==> src/rtl/lsu_pkg.sv <==
// Shared types for the load/store unit and the OTTER SRAM data port.
package lsu_pkg;

  typedef enum logic [1:0] {
    BYTE = 2'b00,
    HALF = 2'b01,
    WORD = 2'b10
  } size_e;

  typedef enum logic {
    SIGNED   = 1'b0,
    UNSIGNED = 1'b1
  } sign_e;

  typedef enum logic [1:0] {
    IDLE   = 2'b00,
    ACCESS = 2'b01,
    WAIT   = 2'b10,
    RESP   = 2'b11
  } lsu_state_e;

endpackage

==> src/rtl/lsu_fault_check.sv <==
// Combinational request screen: illegal size, misalignment or address beyond the SRAM.
module lsu_fault_check
  import lsu_pkg::*;
#(
  parameter int ADDR_WIDTH = 25
) (
  input  logic [31:0] addr_i,
  input  logic [1:0]  size_i,
  output logic        fault_o
);

  logic out_of_range;
  logic misaligned;

  generate
    if (ADDR_WIDTH < 32) begin : g_range
      assign out_of_range = |addr_i[31:ADDR_WIDTH];
    end else begin : g_full
      assign out_of_range = 1'b0;
    end
  endgenerate

  always_comb begin
    misaligned = 1'b0;
    case (size_i)
      BYTE:    misaligned = 1'b0;
      HALF:    misaligned = addr_i[0];
      WORD:    misaligned = |addr_i[1:0];
      default: misaligned = 1'b1;
    endcase
  end

  assign fault_o = misaligned | out_of_range;

endmodule

==> src/rtl/load_store_unit.sv <==
// Sequences one CPU load/store at a time onto SRAM port B.
// state  | meaning
// IDLE   | ready for a request, memory port quiet
// ACCESS | one-cycle read/write strobe to the SRAM
// WAIT   | counting out the SRAM read latency
// RESP   | one-cycle response pulse
module load_store_unit
  import lsu_pkg::*;
#(
  parameter int ADDR_WIDTH = 25,
  parameter int RD_LATENCY = 1
) (
  input  logic        clk,
  input  logic        rst_n,
  input  logic        req_valid,
  output logic        req_ready,
  input  logic        req_we,
  input  logic        req_sign,
  input  logic [1:0]  req_size,
  input  logic [31:0] req_addr,
  input  logic [31:0] req_wdata,
  output logic        rsp_valid,
  output logic [31:0] rsp_rdata,
  output logic        rsp_err,
  output logic        mem_read,
  output logic        mem_write,
  output logic        mem_sign,
  output logic [1:0]  mem_size,
  output logic [31:0] mem_addr,
  output logic [31:0] mem_wdata,
  input  logic [31:0] mem_rdata
);

  localparam int CNT_W = (RD_LATENCY > 1) ? $clog2(RD_LATENCY) : 1;

  lsu_state_e        state_q, state_d;
  logic [CNT_W-1:0]  cnt_q, cnt_d;
  logic              we_q, we_d;
  logic              sign_q, sign_d;
  logic [1:0]        size_q, size_d;
  logic [31:0]       addr_q, addr_d;
  logic [31:0]       wdata_q, wdata_d;
  logic [31:0]       rdata_q, rdata_d;
  logic              err_q, err_d;
  logic              fault;
  logic              busy;

  lsu_fault_check #(.ADDR_WIDTH(ADDR_WIDTH)) u_fault_check (
    .addr_i  (req_addr),
    .size_i  (req_size),
    .fault_o (fault)
  );

  always_comb begin
    state_d = state_q;
    cnt_d   = cnt_q;
    we_d    = we_q;
    sign_d  = sign_q;
    size_d  = size_q;
    addr_d  = addr_q;
    wdata_d = wdata_q;
    rdata_d = rdata_q;
    err_d   = err_q;
    case (state_q)
      IDLE: begin
        if (req_valid) begin
          we_d    = req_we;
          sign_d  = req_sign;
          size_d  = req_size;
          addr_d  = req_addr;
          wdata_d = req_wdata;
          rdata_d = '0;
          err_d   = fault;
          state_d = fault ? RESP : ACCESS;
        end
      end
      ACCESS: begin
        if (we_q) begin
          state_d = RESP;
        end else begin
          state_d = WAIT;
          cnt_d   = CNT_W'(RD_LATENCY - 1);
        end
      end
      WAIT: begin
        if (cnt_q == '0) begin
          rdata_d = mem_rdata;
          state_d = RESP;
        end else begin
          cnt_d = cnt_q - CNT_W'(1);
        end
      end
      RESP: begin
        rdata_d = '0;
        err_d   = 1'b0;
        state_d = IDLE;
      end
      default: state_d = IDLE;
    endcase
  end

  always_ff @(posedge clk or negedge rst_n) begin
    if (!rst_n) begin
      state_q <= IDLE;
      cnt_q   <= '0;
      we_q    <= 1'b0;
      sign_q  <= 1'b0;
      size_q  <= 2'b00;
      addr_q  <= '0;
      wdata_q <= '0;
      rdata_q <= '0;
      err_q   <= 1'b0;
    end else begin
      state_q <= state_d;
      cnt_q   <= cnt_d;
      we_q    <= we_d;
      sign_q  <= sign_d;
      size_q  <= size_d;
      addr_q  <= addr_d;
      wdata_q <= wdata_d;
      rdata_q <= rdata_d;
      err_q   <= err_d;
    end
  end

  // The SRAM slices its read register with these, so they must hold until RESP ends.
  assign busy      = (state_q != IDLE);
  assign mem_addr  = busy ? addr_q  : '0;
  assign mem_size  = busy ? size_q  : 2'b00;
  assign mem_sign  = busy ? sign_q  : 1'b0;
  assign mem_wdata = busy ? wdata_q : '0;
  assign mem_read  = (state_q == ACCESS) & ~we_q;
  assign mem_write = (state_q == ACCESS) & we_q;

  assign req_ready = (state_q == IDLE);
  assign rsp_valid = (state_q == RESP);
  assign rsp_rdata = rdata_q;
  assign rsp_err   = err_q;

endmodule
==> config.mk <==
export PLATFORM = sky130hd
export DESIGN_NAME = load_store_unit
export DESIGN_NICKNAME = d
export VERILOG_FILES = /design/src/rtl/lsu_pkg.sv /design/src/rtl/lsu_fault_check.sv /design/src/rtl/load_store_unit.sv
export SDC_FILE = /design/constraint.sdc
export NUM_CORES = 1
export LEC_CHECK = 0
export ABC_AREA = 1
export CAP_MARGIN = 20
export CORE_MARGIN = 3
export CORE_UTILIZATION = 39
export CTS_BUF_LIST = sky130_fd_sc_hd__clkbuf_4
export DETAILED_ROUTE_END_ITERATION = 7
export GPL_ROUTABILITY_DRIVEN = 1
export MAX_ROUTING_LAYER = met4
export PLACE_DENSITY = 0.84
export SYNTH_ARGS = -nofsm -noshare
export SYNTH_HDL_FRONTEND = slang
export SYNTH_SLANG_ARGS = --single-unit
==> constraint.sdc <==
create_clock -name clk -period 1.7 [get_ports clk]
set_input_delay 0.51 -clock clk [delete_from_list [all_inputs] [get_ports clk]]
set_output_delay 0.51 -clock clk [all_outputs]
set_load 0.05 [all_outputs]
# After elaboration in Yosys (flattened, before gate mapping)

Cells that the tools add are included.

Bits in registers: 104
Input port bits: 103
Output and inout port bits: 104
Word-level logic and storage cells: 53

$add $sub $neg: 1
Equality and inequality tests: 8
Muxes and demuxes: 18
Bitwise gates (word level): 4
Reduce and logical (&&, ||, !) cells: 13

Operators with widths:

| operator                                                        | number |
|---|---|
| 32-bit two-way mux                                              | 4 |
| 32-bit case mux with 3 select lines                             | 1 |
| 2-bit two-way mux                                               | 4 |
| 2-bit case mux with 4 select lines                              | 1 |
| 2-bit AND reduction                                             | 4 |
| 7-bit OR reduction                                              | 1 |
| 2-bit == test, second input constant                            | 3 |
| 2-bit != test, second input constant                            | 3 |
| 2-bit nonzero test                                              | 3 |
| 1-bit two-way mux                                               | 5 |
| 2-bit by 1-bit == test with 1-bit output, second input constant | 2 |
| 2-bit zero test                                                 | 2 |
| 1-bit case mux with 2 select lines                              | 2 |
| 1-bit case mux with 3 select lines                              | 1 |
| 3-bit AND reduction                                             | 1 |
| 3-bit nonzero test                                              | 1 |
| 1-bit AND                                                       | 2 |
| 2-bit OR reduction                                              | 1 |
| 1-bit NOT                                                       | 1 |
| 1-bit OR                                                        | 1 |
| 1-bit subtractor, second input constant                         | 1 |

# Logic depth before layout (Yosys ltp)

Gate-level depths: netlist of run 1.

Word-level depth: 6
Mapped depth: 9
Mapped depth without buffers: 7

# Cells and area by module

From an unflattened synthesis of run 1, not the netlist that was laid out.

Cells, all modules: 621
Area, all modules: 4780.8 µm²

By module, submodules not included:

| module          | instances | cells an instance | area an instance (µm²) | seq. area each (µm²) |
|---|---|---|---|---|
| load_store_unit | 1         | 606               | 4724.5                 | 2577.5 |
| lsu_fault_check | 1         | 15                | 56.3                   | 0.0 |

# Least setup slack after synthesis of run 1

Ideal clock, no wire load.

Kind: register to output
Start point: register state_q[0]
End point: output port mem_addr[10]
Data arrival time: 1968 ps
Data required time: 1190 ps
Path slack: -778 ps
Stages on the path, launching flop included: 6
Buffers on the path: 2
Cell sequence: dfrtp_1 -> inv_1 -> ha_1 -> buf_4 -> clkbuf_1 -> nor2_1

Longest elaborated chain between the ends: 2

RTL lines:

| what                   | RTL line               | RTL |
|---|---|---|
| from (decl)            | load_store_unit.sv:36  | `lsu_state_e state_q, state_d;` |
| from (signal assigned) | load_store_unit.sv:114 | `state_q <= state_d;` |
| 2-bit nonzero test     | load_store_unit.sv:127 | `assign busy = (state_q != IDLE);` |
| 32-bit two-way mux     | load_store_unit.sv:128 | `assign mem_addr = busy ? addr_q : '0;` |
| to (decl)              | load_store_unit.sv:29  | `output logic [31:0] mem_addr,` |

Every way passes these cells.

# Worst setup path in the final report of run 1

Start point: register state_q[0]
End point: output port mem_wdata[5]

Longest elaborated chain between the ends: 2

RTL lines:

| what               | RTL line               | RTL |
|---|---|---|
| 2-bit nonzero test | load_store_unit.sv:127 |  |
| 32-bit two-way mux | load_store_unit.sv:131 | `assign mem_wdata = busy ? wdata_q : '0;` |
| to (decl)          | load_store_unit.sv:30  | `output logic [31:0] mem_wdata,` |

Every way passes these cells.

==> summary.txt, run 1 <==
Clocking
  – Root Buffer: clkbuf_4
  – Cts-stage hold buffer count: 0
  – Maximum buffer depth of the clock tree: 2
  – CTS tree: built
  – Clock H-tree levels: 3
  – Worst-Skew Late Latency: 0.45 ns
  – Clock slew at reported path FFs: 0.18 ns
  – Sink Count: 103
  – Cts bufs inserted: 9

Cells and area
  – Area Growth Syn to Fin: 94.5%
  – Layout cells sized above 1: 35.6%
  – Final Cell Area: 0.00891 mm²
  – N_diodes: 0
  – # nets final: 892

Drt
  – WL final: 17300 µm
  – DR pass1 iterations: 5
  – DRT antenna net count: 0
  – Routed len/inst: 18.6 µm
  – DRC Markers: 0
  – Routed vias/inst: 5.09
  – Initial DRC Count: 384
  – Vias: 4726

GRT
  – Vias in the first global route: 4840
  – Total GRT Usage: 23.5%
  – Largest net degree at the start of global routing: 55
  – First-pass GRT wire length: 23600 µm
  – Initial antenna violation count: 0
  – Global route overflow: 0

Yosys
  – Synthesized Nets: 655
  – Yosys warnings: 0
  – Cell area after synthesis: 0.00458 mm²
  – Synth area leaders: dfrtp_1 (56%), nand2_1 (9.3%), o21ai_0 (9.1%)
  – Synth top area share: 56.3%
  – Largest area contributor in the netlist: dfrtp_1
  – Seq/Total Area, Yosys: 56.3%
  – Synth Instances: 547
  – Avg Inst Size Synth: 8.37 µm²
  – Post-synth cell types: 20
  – Seq cells post-synth: 103

Placement
  – Post-DP HPWL: 10400 µm
  – GPL Wtd Cong: 0.845
  – Area after DPL: 0.00782 mm²
  – I/O Buffers: 206

STA
  – Post-layout min period: 2.23 ns
  – Tcrit/Tclk final: 131%
  – RSZ-0062 raised after global routing: true
  – Clock Skew: 0.0208 ns
  – Fmax: 448 MHz
  – Hold Slack: 0.0295 ns
  – Endpoints failing setup: 111
  – Slew Viols, Final: 0
  – Worst setup margin: -0.533 ns
  – Slew of the pin with the lowest slew margin: 0.311 ns
  – Hold Fails Final Rpt: 0
  – Slew margin rel.: 79.3%

Critical path
  – Crit end category: primary output
  – CP Data Arrival Time: 1.72 ns
  – R2R Path Start: state_q[0]
  – Slowest CP cell: dfrtp_1
  – Worst endpoint required time: 1.19 ns
  – Max incr delay on CP: 0.43 ns
  – Max FO, Critical Path: 7
  – CP startpoint kind: flop
  – CP Class: flop to primary output
  – Flop-to-flop setup slack: -0.10 ns
  – WP buf/inv: 4
  – Reg2Reg Depth: 10
  – R2r endpoint: rsp_rdata[2]
  – Cell repeated most along the worst path: buf_12
  – Crit-path cells: inv_2, ha_4, buf_12, buf_12, nor2_4, buf_12
  – Top delay family on crit path: buffers and inverters

Floorplan
  – # IOs: 207
  – Num rows: 38
  – Die area: 0.0131 mm²
  – Initial Util: 41.0%
  – Core area: 0.0112 mm²
  – Die width: 114 µm
  – Die Ht: 114 µm

Status
  – Failing checks: negative setup slack
  – Outcome: complete, but fails checks

Hold path
  – Hold Crit Class: input pin to async pin

Job
  – Max cap viols: 0
[cells in the mapped netlist (all sizes together)]
library cell,count
inv,79
clkbuf,14
nor2,74
nand2,114
dfrtp,103
ha,5
buf,20
nand3,35
o211ai,1
o21ai,101
a21oi,1
[sequential cells by signal, indices dropped and copies added, names as in the netlist]
register / cells
size_q: 2
rsp_err: 1
rsp_rdata: 32
sign_q: 1
we_q: 1
wdata_q: 32
addr_q: 32
state_q: 2
[area by class of cell]
cell class / count / area (µm²)
clock buffers: 10 / 75.1
clock inverters: 6 / 43.8
fillers: 611 / 2270
inverters: 79 / 312
multi-input cells: 332 / 2180
flip-flops and latches: 103 / 2580
well taps: 140 / 175
repair buffers: 258 / 3530
repair inverters: 1 / 16.3
[placed cells by master, fill, tap and decap left out, types with 3 or more instances in the layout]
master           instances
dfrtp_1                103
o21ai_0                 49
buf_6                   56
nand3_1                 16
buf_8                   12
nor2_4                  70
nand2_2                  3
o21ai_1                 46
buf_4                   13
clkbuf_16               10
nand2_1                110
buf_12                  61
nor2_1                   4
nand3_2                 17
inv_1                   74
clkdlybuf4s50_1        101
o21ai_2                  6
buf_16                   5
clkbuf_4                10
ha_4                     3
inv_2                    3
inv_6                    3
[layer usage]
metal  wire [µm]  global-route usage, %  part of all wire [%]
met5           0                      -                     0
met2        9290                   41.1                    54
met3        1010                   4.97                   5.9
met1        6550                   26.7                    38
met4         429                   7.76                   2.5
[through the flow]
step	instances	util [%]	setup slack (ns)	setup TNS (ns)
detailed placement	886	70.0	-0.295	-19.02
global route	929	79.7	-0.604	-45.48
floorplan	547	-	-0.127	-8.25
finish	929	79.7	-0.533	-36.39
global placement	886	70.0	-0.215	-13.22
CTS	913	75.6	-0.497	-32.74
[timing repair]
| item | in CTS | in global routing |
|---|---|---|
| setup endpoints to repair | 130 | 158 |
| resized for setup | 90 | 70 |
| setup buffers | 8 | 5 |
| hold endpoints to repair | 0 | 0 |
| gates cloned | 5 | 12 |
| pin swaps | 6 | 10 |
[worst register-to-register path: stages (launching register included)]
cell and delay [ns]:
dfrtp_1 0.43, inv_2 0.07, ha_4 0.20, buf_16 0.15
buf_8 0.12, inv_4 0.05, nor2_4 0.04, buf_8 0.15
clkbuf_16 0.16, o21ai_0 0.21, nand2_1 0.12
[worst max-delay path by stage]
stage | start | to | cells past startpoint
floorplan | state_q[0] | mem_addr[13] | 5
global placement | req_valid | rsp_rdata[0] | 5
detailed placement | req_valid | rsp_rdata[11] | 5
finish | state_q[0] | mem_wdata[5] | 6
CTS | state_q[0] | mem_wdata[1] | 6
global route | state_q[0] | mem_addr[2] | 6
[cells by family after synthesis]
| kind of cell | count (synthesis) | synth area share [%] |
|---|---|---|
| buffers and inverters | 113 | 11.0 |
| and+or+nand+nor | 223 | 19.6 |
| AOI/OAI and AO/OA | 103 | 11.7 |
| adders and majority gates | 5 | 1.37 |
| DFF | 103 | 56.3 |
Power of run 1 is not shown: default switching activity piles up to over one toggle a cycle in this logic, so the estimate is an artifact.
==> run 2, diff against run 1 <==
- CORE_MARGIN: 3 -> unset
- PLACE_DENSITY: 0.84 -> 0.79
==> run 2 against run 1 <==
Net effect: the flow still finishes with violations (negative setup slack); via count is 4.9% higher; cell area is 13% higher; clock-buffer cell count stayed put; largest cell class unchanged; die area is 6.9% lower; highest routed layer unchanged; first-iteration DRC count is 43% lower; worst setup slack better by 0.010 ns; clock skew is 0.0070 ns lower.
==> summary.txt, run 2 (synthesized netlist as in run 1, its figures left out) <==
Status
  – Outcome: complete, but fails checks
  – Failing checks: negative setup slack

Power
  – Pleak: 4.64 nW
  – PwrDens: 2410 mW/mm²
  – Final Total Pwr: 24.2 mW
  – Max IR drop VDD: 1.69 mV

Cells and area
  – Layout cells sized above 1: 53.9%
  – Area Growth Syn to Fin: 119%
  – Multi-input gate area in the final layout: 0.00288 mm²
  – # fillers: 477
  – N_diodes: 0
  – Most common cell after layout, fill and taps aside: dfrtp_1
  – Register area: 0.00258 mm²
  – # nets final: 905
  – Non-filler cells, final: 945
  – Most frequent cells in the layout: dfrtp_1 (103), clkdlybuf4s50_1 (101), inv_1 (73)

Clocking
  – Clock slew at reported path FFs: 0.17 ns
  – Clock H-tree levels: 3
  – Cts bufs inserted: 9
  – Maximum buffer depth of the clock tree: 2
  – Root Buffer: clkbuf_4
  – Sink Count: 103
  – CTS tree: built
  – Worst-Skew Late Latency: 0.46 ns

Drt
  – Vias: 4959
  – Routed vias/inst: 5.25
  – Initial DRC Count: 220
  – DRT antenna net count: 0
  – Routed len/inst: 22.0 µm
  – DR pass1 iterations: 4
  – WL final: 20700 µm
  – DRC Markers: 0

Floorplan
  – Die Ht: 110 µm
  – Die width: 110 µm
  – Initial Util: 40.1%
  – Die area: 0.0122 mm²
  – # IOs: 207
  – Core area: 0.0114 mm²
  – Num rows: 39

Hold path
  – Hold Crit Class: input pin to async pin

Placement
  – GPL Wtd Cong: 0.764
  – Dpl cells: 883
  – Post-DP HPWL: 9520 µm
  – Post-place setup slack: -0.340 ns
  – I/O Buffers: 206

GRT
  – First-pass GRT wire length: 24600 µm
  – Largest net degree at the start of global routing: 53
  – Initial antenna violation count: 0
  – Vias in the first global route: 4851
  – Global route overflow: 0
  – Total GRT Usage: 28.3%

Critical path
  – CP Class: flop to primary output
  – CP Data Arrival Time: 1.71 ns
  – Worst endpoint required time: 1.19 ns
  – CP startpoint kind: flop
  – Crit end category: primary output
  – Max FO, Critical Path: 9

STA
  – Fmax: 450 MHz
  – Post-layout min period: 2.22 ns
  – Slew of the pin with the lowest slew margin: 0.451 ns
  – RSZ-0062 raised after global routing: true
  – Worst setup margin: -0.523 ns
  – Hold Slack: 0.0126 ns
  – Clock Skew: 0.0138 ns
  – Endpoints failing setup: 174
  – Tcrit/Tclk final: 131%
  – Slew Viols, Final: 0
  – Hold Fails Final Rpt: 0
  – Slew margin rel.: 69.9%

Job
  – Max cap viols: 0
## run 2: cell types whose count changed in the layout (fill, tap and decap cells not counted), sizes merged
cell	before	now
buf	147	157
inv	81	79
clkbuf	20	22
bufinv	0	2
clkinv	5	4
clkinvlp	0	2
## run 2: critical path, stage by stage, from the launching register on
cell,delay [ns]
dfrtp_1,0.41
inv_2,0.07
ha_4,0.16
buf_12,0.15
buf_12,0.16
nor2_4,0.13
buf_8,0.16
## run 2: per-layer routing
metal | global-route usage (%) | vias up | routed length [µm]
li1 | - | 2204 | -
met1 | 30.8 | 2501 | 7560
met2 | 49.8 | 204 | 11300
met3 | 7.82 | 50 | 1370
met4 | 9.12 | 0 | 534
met5 | - | - | 0
## run 2: final timing paths
check / start / to / slack [ns] / cells past startpoint
setup reg to reg: state_q[1] / rsp_rdata[25] / -0.25 / 11
hold / removal: rst_n / rsp_rdata[25] / 0.01 / 2
hold reg to reg: addr_q[31] / addr_q[31] / 0.51 / 2
min in group clk: addr_q[31] / addr_q[31] / 0.51 / 2
setup / recovery: state_q[1] / mem_addr[13] / -0.52 / 6
max in group asynchronous: rst_n / addr_q[10] / 1.41 / 2
## run 2: through the flow
stage / TNS, ns / utilization (%) / area [µm²]
2_1_floorplan: -8.25 / - / 5170
3_3_place_gp: -10.65 / 66.8 / 7630
3_5_place_dp: -14.96 / 66.8 / 7630
4_1_cts: -38.60 / 77.6 / 8860
5_1_grt: -63.89 / 87.8 / 10000
6_report: -50.26 / 87.8 / 10000
## run 2: final cells by class
| cell class | count | area share (%) |
|---|---|---|
| repair buffers | 270 | 38.4 |
| inverters | 79 | 3.27 |
| clock buffers | 10 | 0.749 |
| repair inverters | 2 | 0.462 |
| well taps | 143 | 1.79 |
| multi-input cells | 332 | 28.7 |
| flip-flops and latches | 103 | 25.7 |
| clock inverters | 6 | 0.849 |
## run 2: power breakdown
group	internal [mW]	switching [mW]
combinational	7.65	10.7
clock	0.609	0.863
sequential	3.60	0.787
## run 2: timing repair
| item | CTS | global route |
|---|---|---|
| resized for setup | 198 | 247 |
| pin swaps | 14 | 25 |
| buffers inserted | 18 | 5 |
| endpoints found under the setup margin | 116 | 174 |
| hold buffers | 0 | 0 |
| gates cloned | 16 | 11 |
Note: power is estimated with default switching activity, not from simulation.
